[config.mk]
export PLATFORM = sky130hd
export DESIGN_NAME = mc_main_control
export DESIGN_NICKNAME = d
export VERILOG_FILES = /design/src/rtl/mc_ctrl_pkg.sv /design/src/rtl/mc_wait_counter.sv /design/src/rtl/mc_main_control.sv
export SDC_FILE = /design/constraint.sdc
export NUM_CORES = 1
export LEC_CHECK = 0
export CAP_MARGIN = 20
export CORE_UTILIZATION = 45
export CTS_CLUSTER_SIZE = 20
export DETAILED_ROUTE_END_ITERATION = 16
export GPL_TIMING_DRIVEN = 0
export PLACE_DENSITY = 0.84
export SYNTH_ARGS = -nofsm -noshare
export SYNTH_HDL_FRONTEND = slang
export SYNTH_SLANG_ARGS = --single-unit
[constraint.sdc]
create_clock -name clk -period 5.53 [get_ports clk]
set_input_delay 0.8295 -clock clk [delete_from_list [all_inputs] [get_ports clk]]
set_output_delay 0.8295 -clock clk [all_outputs]
set_load 0.05 [all_outputs]
[src/rtl/mc_ctrl_pkg.sv]
// rtl/mc_ctrl_pkg.sv - opcode, state and datapath-select code constants for the main control FSM (ILLEGAL_TRAP_EN adds TRAP)
package mc_ctrl_pkg;

    // Opcode field values (IR[31:26]) of the supported instruction subset
    localparam logic [5:0] OP_RTYPE = 6'b000000;
    localparam logic [5:0] OP_LW    = 6'b100011;
    localparam logic [5:0] OP_SW    = 6'b101011;
    localparam logic [5:0] OP_BEQ   = 6'b000100;
    localparam logic [5:0] OP_J     = 6'b000010;
    localparam logic [5:0] OP_ADDI  = 6'b001000;

    // alu_op codes
    localparam logic [1:0] ALU_ADD   = 2'b00;
    localparam logic [1:0] ALU_SUB   = 2'b01;
    localparam logic [1:0] ALU_FUNCT = 2'b10;

    // alu_src_b codes
    localparam logic [1:0] SRCB_B      = 2'b00;
    localparam logic [1:0] SRCB_FOUR   = 2'b01;
    localparam logic [1:0] SRCB_IMM    = 2'b10;
    localparam logic [1:0] SRCB_IMM_SH = 2'b11;

    // pc_source codes
    localparam logic [1:0] PCSRC_ALU    = 2'b00;
    localparam logic [1:0] PCSRC_ALUOUT = 2'b01;
    localparam logic [1:0] PCSRC_JUMP   = 2'b10;

    // State encoding is visible on state_o, so the values are fixed
`ifdef ILLEGAL_TRAP_EN
    typedef enum logic [3:0] {
        S_FETCH    = 4'd0,
        S_DECODE   = 4'd1,
        S_MEM_ADDR = 4'd2,
        S_MEM_RD   = 4'd3,
        S_MEM_WB   = 4'd4,
        S_MEM_WR   = 4'd5,
        S_R_EXE    = 4'd6,
        S_R_WB     = 4'd7,
        S_BEQ      = 4'd8,
        S_JMP      = 4'd9,
        S_ADDI_EXE = 4'd10,
        S_ADDI_WB  = 4'd11,
        S_TRAP     = 4'd12
    } state_t;
`else
    typedef enum logic [3:0] {
        S_FETCH    = 4'd0,
        S_DECODE   = 4'd1,
        S_MEM_ADDR = 4'd2,
        S_MEM_RD   = 4'd3,
        S_MEM_WB   = 4'd4,
        S_MEM_WR   = 4'd5,
        S_R_EXE    = 4'd6,
        S_R_WB     = 4'd7,
        S_BEQ      = 4'd8,
        S_JMP      = 4'd9,
        S_ADDI_EXE = 4'd10,
        S_ADDI_WB  = 4'd11
    } state_t;
`endif

    // States that wait on the memory handshake
    function automatic logic is_mem_state(input state_t s);
        return (s == S_FETCH) || (s == S_MEM_RD) || (s == S_MEM_WR);
    endfunction

endpackage

[src/rtl/mc_wait_counter.sv]
// rtl/mc_wait_counter.sv - saturating memory-wait counter with a one-cycle timeout pulse
module mc_wait_counter #(
    parameter int MEM_WAIT_MAX = 15
) (
    input  logic clk,
    input  logic reset,
    input  logic waiting,
    output logic mem_timeout
);

    localparam int CNT_W = $clog2(MEM_WAIT_MAX + 1);

    logic [CNT_W-1:0] count;

    // Count consecutive wait cycles; pulse once as the count lands on the limit, then saturate
    always_ff @(posedge clk) begin
        if (reset) begin
            count       <= '0;
            mem_timeout <= 1'b0;
        end else if (waiting) begin
            mem_timeout <= (count == CNT_W'(MEM_WAIT_MAX - 1));
            if (count != CNT_W'(MEM_WAIT_MAX)) begin
                count <= count + CNT_W'(1);
            end
        end else begin
            count       <= '0;
            mem_timeout <= 1'b0;
        end
    end

endmodule

[src/rtl/mc_main_control.sv]
// rtl/mc_main_control.sv - multi-cycle CPU main control FSM (optional ILLEGAL_TRAP_EN traps unknown opcodes)
module mc_main_control
    import mc_ctrl_pkg::*;
#(
    parameter int OP_W         = 6,
    parameter int MEM_WAIT_MAX = 15
) (
    input  logic            clk,
    input  logic            reset,
    input  logic [OP_W-1:0] opcode,
    input  logic            mem_ready,
    output logic            pc_write,
    output logic            pc_write_cond,
    output logic            i_or_d,
    output logic            mem_read,
    output logic            mem_write,
    output logic            ir_write,
    output logic            mem_to_reg,
    output logic [1:0]      pc_source,
    output logic [1:0]      alu_op,
    output logic            alu_src_a,
    output logic [1:0]      alu_src_b,
    output logic            reg_write,
    output logic            reg_dst,
    output logic            mem_timeout,
    output logic [3:0]      state_o
);

    state_t          state;
    state_t          state_nxt;
    state_t          dec_state;
    logic [OP_W-1:0] op_q;
    logic            waiting;

    // State register; the opcode is captured in DECODE so MEM_ADDR can pick read vs write
    always_ff @(posedge clk) begin
        if (reset) begin
            state <= S_FETCH;
            op_q  <= '0;
        end else begin
            state <= state_nxt;
            if (state == S_DECODE) begin
                op_q <= opcode;
            end
        end
    end

    // Next-state logic and Moore output decode (reset forces the FETCH view with strobes off)
    always_comb begin
        state_nxt     = state;
        dec_state     = reset ? S_FETCH : state;
        pc_write      = 1'b0;
        pc_write_cond = 1'b0;
        i_or_d        = 1'b0;
        mem_read      = 1'b0;
        mem_write     = 1'b0;
        ir_write      = 1'b0;
        mem_to_reg    = 1'b0;
        pc_source     = PCSRC_ALU;
        alu_op        = ALU_ADD;
        alu_src_a     = 1'b0;
        alu_src_b     = SRCB_B;
        reg_write     = 1'b0;
        reg_dst       = 1'b0;

        case (state)
            S_FETCH:    if (mem_ready) state_nxt = S_DECODE;
            S_DECODE: begin
                case (opcode)
                    OP_W'(OP_LW),
                    OP_W'(OP_SW):     state_nxt = S_MEM_ADDR;
                    OP_W'(OP_RTYPE):  state_nxt = S_R_EXE;
                    OP_W'(OP_BEQ):    state_nxt = S_BEQ;
                    OP_W'(OP_J):      state_nxt = S_JMP;
                    OP_W'(OP_ADDI):   state_nxt = S_ADDI_EXE;
`ifdef ILLEGAL_TRAP_EN
                    default:          state_nxt = S_TRAP;
`else
                    default:          state_nxt = S_FETCH;
`endif
                endcase
            end
            S_MEM_ADDR: state_nxt = (op_q == OP_W'(OP_LW)) ? S_MEM_RD : S_MEM_WR;
            S_MEM_RD:   if (mem_ready) state_nxt = S_MEM_WB;
            S_MEM_WR:   if (mem_ready) state_nxt = S_FETCH;
            S_R_EXE:    state_nxt = S_R_WB;
            S_ADDI_EXE: state_nxt = S_ADDI_WB;
`ifdef ILLEGAL_TRAP_EN
            S_TRAP:     state_nxt = S_TRAP;
`endif
            default:    state_nxt = S_FETCH;
        endcase

        case (dec_state)
            S_FETCH: begin
                mem_read  = 1'b1;
                alu_src_b = SRCB_FOUR;
                alu_op    = ALU_ADD;
                pc_source = PCSRC_ALU;
                ir_write  = mem_ready & ~reset;
                pc_write  = mem_ready & ~reset;
            end
            S_DECODE: begin
                alu_src_b = SRCB_IMM_SH;
                alu_op    = ALU_ADD;
            end
            S_MEM_ADDR, S_ADDI_EXE: begin
                alu_src_a = 1'b1;
                alu_src_b = SRCB_IMM;
                alu_op    = ALU_ADD;
            end
            S_MEM_RD: begin
                mem_read = 1'b1;
                i_or_d   = 1'b1;
            end
            S_MEM_WB: begin
                reg_write  = 1'b1;
                mem_to_reg = 1'b1;
            end
            S_MEM_WR: begin
                mem_write = 1'b1;
                i_or_d    = 1'b1;
            end
            S_R_EXE: begin
                alu_src_a = 1'b1;
                alu_src_b = SRCB_B;
                alu_op    = ALU_FUNCT;
            end
            S_R_WB: begin
                reg_write = 1'b1;
                reg_dst   = 1'b1;
            end
            S_BEQ: begin
                alu_src_a     = 1'b1;
                alu_src_b     = SRCB_B;
                alu_op        = ALU_SUB;
                pc_write_cond = 1'b1;
                pc_source     = PCSRC_ALUOUT;
            end
            S_JMP: begin
                pc_write  = 1'b1;
                pc_source = PCSRC_JUMP;
            end
            S_ADDI_WB:  reg_write = 1'b1;
            default: ;
        endcase
    end

    assign waiting = is_mem_state(state) & ~mem_ready;
    assign state_o = 4'(state);

    mc_wait_counter #(
        .MEM_WAIT_MAX (MEM_WAIT_MAX)
    ) u_wait_counter (
        .clk         (clk),
        .reset       (reset),
        .waiting     (waiting),
        .mem_timeout (mem_timeout)
    );

endmodule

==> impl_metrics.env, run 1 <==
export IMPL_status="complete, no violations"
export IMPL_portBuffers=28
export IMPL_cts_root_buf="clkbuf_4"
export IMPL_place_congestion=0.933
export IMPL_muxShareOfSynthArea=0.0536
export IMPL_drv_cap=0
export IMPL_syn_avg_cell_area_sq_um=7.91
export IMPL_final_cell_mix="clkdlybuf4s50_1, nor2_1, dfxtp_1"
export IMPL_antenna_found_initial=0
export IMPL_num_rows=16
export IMPL_whs_path_depth=2
export IMPL_syn_inst=118
export IMPL_r2r_slack_ns=3.44
export IMPL_die_h_microns=47.5
export IMPL_slowest_delay_ns=0.79
export IMPL_holdBufCountCts=0
export IMPL_crit_end="alu_op[0]"
export IMPL_core_area_sq_mm=0.00196
export IMPL_synth_seq_area_share=0.322
export IMPL_firstDrtPassIters=4
export IMPL_reg2reg_depth=5
export IMPL_wl_per_cell_microns=12.7
export IMPL_required_ns=4.70
export IMPL_setup_viol=0
export IMPL_drive_above_1_share=0.0667
export IMPL_p_leak_nw=0.495
export IMPL_grt_overflow=0
export IMPL_hold_viol=0
export IMPL_cp_top_family="buffers and inverters"
export IMPL_cts_buffers=3
export IMPL_synth_compound_area_frac=0.180
export IMPL_synth_xor_area_frac=0.0375
export IMPL_grt_max_degree=11
export IMPL_clock_latency_ns=0.27
export IMPL_layout_commonest_cell="clkdlybuf4s50_1"
export IMPL_post_cts_buffers=0
export IMPL_slew_headroom=0.659
export IMPL_worst_ep_arrival_time_ns=2.57
export IMPL_cts_sinks=15
export IMPL_slowest_stage="clkdlybuf4s50_1"
export IMPL_postRouteAntennaNets=0
export IMPL_ys_ff_latch=15
export IMPL_cp_max_fo=10
export IMPL_timing_rr_start="state_o[0]"
export IMPL_grt_pass1_wl_microns=3550
export IMPL_layout_cells_non_filler=177
export IMPL_ys_warn_count=0
export IMPL_cts_htree_levels=1
export IMPL_timing_final_ws_setup_ns=2.13
export IMPL_cp_cell_sequence="clkbuf_1 > clkbuf_1 > nor4_1 > buf_4 > clkdlybuf4s50_1"
export IMPL_dp_slack_ns=2.12
export IMPL_period_needed_ns=3.40
export IMPL_fin_tns_setup_ns=0
export IMPL_ctsResizeCount=0
export IMPL_crit_buf_inv=4
export IMPL_io_pins=30
export IMPL_drtIter0Drc=16
export IMPL_crit_top_cell="clkbuf_1"
export IMPL_clk_pin_slew_ns=0.07
export IMPL_syn_nets=129
export IMPL_synth_edf_count=0
export IMPL_path_class="primary input to output pin"
export IMPL_synth_top_family_by_area="simple AND/OR/NAND/NOR gates"
export IMPL_hold_path_class="flop to flop"
export IMPL_synth_area_sq_um=933
export IMPL_slew_violations=0
export IMPL_period_share=0.615
export IMPL_fp_dieW_microns=47.5
export IMPL_ys_flop_type="dfxtp_1"
export IMPL_num_vias=978
export IMPL_n_antenna_cell=0
export IMPL_nets=162
export IMPL_synthAdderAreaFrac=0.0268
export IMPL_start_kind="primary input"
export IMPL_dp_cells=173
export IMPL_worst_pin_slew_ns=0.510
export IMPL_dpl_hpwl_microns=1840
export IMPL_rsz0062_at_grt="false"
export IMPL_fmax_ghz=0.294
export IMPL_endpoint_kind="output pin"
export IMPL_finish_utilization=0.650
export IMPL_whs_ns=0.468
export IMPL_area_growth_pct=36.6
export IMPL_start_util=0.476
export IMPL_viasPerCell=5.53
export IMPL_grtUsageTotal=0.218
export IMPL_dieArea_sq_mm=0.00226
export IMPL_ir_worst_vdd_mv=0.165
export IMPL_crit_start="reset"
export IMPL_synthDistinctLibCells=40
export IMPL_cts_tree="built"
export IMPL_synthArstFlopShare=0
export IMPL_clockBufferDepth=2
export IMPL_crit_cells=5
export IMPL_skew_ns=0.0122
export IMPL_power_density_mw_per_mm2=192
export IMPL_drt_wl_total_microns=2250
export IMPL_grt_pass1_vias=858
export IMPL_synth_simple_area_share=0.328
export IMPL_rr_endpoint="state_o[0]"
export IMPL_route_detailed_drc=0
-- kinds of logic after synthesis --
| kind of cell | after synthesis |
|---|---|
| adders and majority gates | 2 |
| buffers and inverters | 10 |
| muxes | 5 |
| and+or+nand+nor | 59 |
| AOI/OAI and AO/OA | 23 |
| DFF | 15 |
| xor gates and xnor gates | 4 |
-- sequential cells by signal, summed over array words and instances, names as in the netlist --
signal	count
u_wait_counter.mem_timeout	1
u_wait_counter.count	4
op_q	6
state_o	4
-- per-layer routing --
layer,vias to the layer above,share of wire,GRT usage,wire length [microns]
met2,34,0.51,0.403,1150
met4,0,0.019,0.0722,42
met3,4,0.044,0.0226,100
li1,495,-,-,-
met5,-,0,0,0
met1,445,0.43,0.261,958
-- worst min-delay path by stage --
stage	from	end	slack, ns
3_5_place_dp	op_q[1]	op_q[1]	0.46
4_1_cts	op_q[1]	op_q[1]	0.47
2_1_floorplan	op_q[1]	op_q[1]	0.44
3_3_place_gp	op_q[1]	op_q[1]	0.46
5_1_grt	op_q[1]	op_q[1]	0.50
6_report	op_q[1]	op_q[1]	0.47
-- synth_stat cells (all sizes together) (3+ instances only) --
cell    number  area (sq um)
mux2i        5          50.1
a21oi        3          15.0
buf          3          22.5
o21ai        6          30.0
nand2        6          22.5
dfxtp       15           300
and3         3          18.8
clkbuf       4          15.0
nor2        20          75.1
inv          3          11.3
nand2b       4          25.0
nor3         7          35.0
a211oi       3          22.5
xor2         3          26.3
nand3        6          30.0
-- tightest hold or removal path, stage by stage, from the launching register on --
cell and delay [ns]:
dfxtp_1 0.32, nand2_1 0.05, a21oi_1 0.05
-- where the power goes --
part / internal (mW) / switching [mW] / total (mW)
sequential: 0.114 / 0.00535 / 0.119
combinational: 0.0276 / 0.0402 / 0.0678
clock: 0.0267 / 0.0312 / 0.0580
total: 0.168 / 0.0768 / 0.245
-- metrics by stage --
step,power [mW],instance area [sq um]
global route,0.259,1270
detailed placement,0.189,1250
floorplan,0.167,933
CTS,0.248,1270
finish,0.245,1270
global placement,0.187,1250
-- layout make-up --
class / count / area [sq um]
fillers: 186 / 687
multi-input cells: 93 / 584
flip-flops and latches: 15 / 300
repair buffers: 28 / 280
plain buffers: 7 / 37.5
well taps: 27 / 33.8
clock buffers: 3 / 22.5
inverters: 3 / 11.3
clock inverters: 1 / 5.00
(Power assumes the default switching activity.)
==> run 2, diff against run 1 <==
Clock period 5.53 ns to 3.25 ns, I/O delays scaled along.
==> impl_metrics.env, run 2 (synthesis results as in run 1) <==
export IMPL_slew_violations=0
export IMPL_route_detailed_drc=0
export IMPL_whs_ns=0.486
export IMPL_io_pins=30
export IMPL_grt_max_degree=11
export IMPL_cts_sinks=15
export IMPL_place_congestion=0.967
export IMPL_cts_buffers=3
export IMPL_clk_pin_slew_ns=0.09
export IMPL_p_int_mw=0.286
export IMPL_endpoint_kind="output pin"
export IMPL_layout_commonest_cell="clkdlybuf4s50_1"
export IMPL_holdBufCountCts=0
export IMPL_core_area_sq_mm=0.00196
export IMPL_drv_cap=0
export IMPL_worst_pin_slew_ns=0.506
export IMPL_hold_viol=0
export IMPL_largest_reg_flops=6
export IMPL_rsz0062_at_grt="false"
export IMPL_slew_headroom=0.661
export IMPL_placedInstanceArea_sq_mm=0.00125
export IMPL_postRouteAntennaNets=0
export IMPL_grt_pass1_wl_microns=3570
export IMPL_clockBufferDepth=2
export IMPL_hold_path_class="flop to flop"
export IMPL_start_kind="flop"
export IMPL_start_util=0.476
export IMPL_clock_latency_ns=0.27
export IMPL_grtUsageTotal=0.224
export IMPL_cts_tree="built"
export IMPL_power_density_mw_per_mm2=326
export IMPL_swShare=0.315
export IMPL_grt_pass1_vias=851
export IMPL_r2r_slack_ns=1.13
export IMPL_grt_overflow=0
export IMPL_nets=162
export IMPL_portBuffers=28
export IMPL_multiInputGateArea_sq_um=591
export IMPL_cp_max_fo=10
export IMPL_viasPerCell=5.72
export IMPL_firstDrtPassIters=4
export IMPL_fp_dieW_microns=47.5
export IMPL_antenna_found_initial=0
export IMPL_n_antenna_cell=0
export IMPL_ctsResizeCount=0
export IMPL_required_ns=2.76
export IMPL_setup_viol=0
export IMPL_p_sw_mw=0.132
export IMPL_drtIter0Drc=29
export IMPL_post_cts_buffers=0
export IMPL_slowest_delay_ns=0.70
export IMPL_fillers=170
export IMPL_area_growth_pct=37.3
export IMPL_seqPwrFrac=0.487
export IMPL_num_vias=1012
export IMPL_p_comb_frac=0.278
export IMPL_drive_above_1_share=0.0733
export IMPL_status="complete, no violations"
export IMPL_cp_cell_sequence="clkbuf_1 > nand2b_1 > nor3_1 > or2_2 > clkdlybuf4s50_1"
export IMPL_die_h_microns=47.5
export IMPL_fmax_ghz=0.336
export IMPL_reg2reg_depth=5
export IMPL_num_rows=16
export IMPL_final_cell_mix="clkdlybuf4s50_1, nor2_1, dfxtp_1"
export IMPL_wl_per_cell_microns=12.9
export IMPL_p_leak_nw=0.496
export IMPL_period_needed_ns=2.98
export IMPL_pwr_share_clk=0.235
export IMPL_skew_ns=0.00933
export IMPL_slowest_stage="clkdlybuf4s50_1"
export IMPL_fin_tns_setup_ns=0
export IMPL_worst_ep_arrival_time_ns=2.49
export IMPL_cts_htree_levels=1
export IMPL_whs_path_depth=2
export IMPL_dieArea_sq_mm=0.00226
export IMPL_seqCellArea_sq_um=300
export IMPL_path_class="flop to output pin"
export IMPL_dpl_hpwl_microns=1830
export IMPL_drt_wl_total_microns=2280
export IMPL_regMostFlops="op_q"
export IMPL_design_area_sq_mm=0.00128
export IMPL_period_share=0.917
export IMPL_ir_worst_vdd_mv=0.231
export IMPL_cts_root_buf="clkbuf_4"
## run 2: through the flow
step | cells | utilization | worst slack (ns) | total power [mW]
global route | 177 | 0.653 | 0.133 | 0.444
global placement | 173 | 0.639 | 0.617 | 0.319
floorplan | 118 | - | 0.139 | 0.284
finish | 177 | 0.653 | 0.270 | 0.418
detailed placement | 173 | 0.639 | 0.601 | 0.322
CTS | 177 | 0.653 | 0.291 | 0.423
## run 2: layout make-up
type | instances | area share
Clock inverter | 1 | 0.00391
Timing Repair Buffer | 28 | 0.219
Sequential cell | 15 | 0.234
Tap cell | 27 | 0.0264
Clock buffer | 3 | 0.0176
Multi-Input combinational cell | 93 | 0.461
Buffer | 7 | 0.0293
Inverter | 3 | 0.00879
## run 2: routing by layer
metal  vias to the layer above  track usage  wire [microns]
met5                         -            0               0
met1                       472        0.233             950
li1                        491            -               -
met3                         6       0.0302             122
met2                        43        0.422            1160
met4                         0        0.133              50
## run 2: critical path, delay by kind of cell (launching register included)
family                 cells  cell delay [ns]
AND/OR/NAND/NOR            3             0.67
buffers and inverters      2             1.08
flip-flops                 1             0.47
## run 2: worst paths after layout
| kind | start | endpoint |
|---|---|---|
| worst max-delay path | state_o[2] | pc_write |
| worst min-delay path | op_q[1] | op_q[1] |
| worst max register to register | state_o[0] | state_o[2] |
| worst min register to register | op_q[1] | op_q[1] |
## run 2: power by group through the flow
stage | Clock, mW | Combinational (mW) | Sequential (mW)
finish | 0.0982 | 0.116 | 0.204
global route | 0.114 | 0.125 | 0.205
floorplan | 0 | 0.0720 | 0.212
detailed placement | 0 | 0.115 | 0.207
CTS | 0.104 | 0.116 | 0.203
global placement | 0 | 0.112 | 0.206
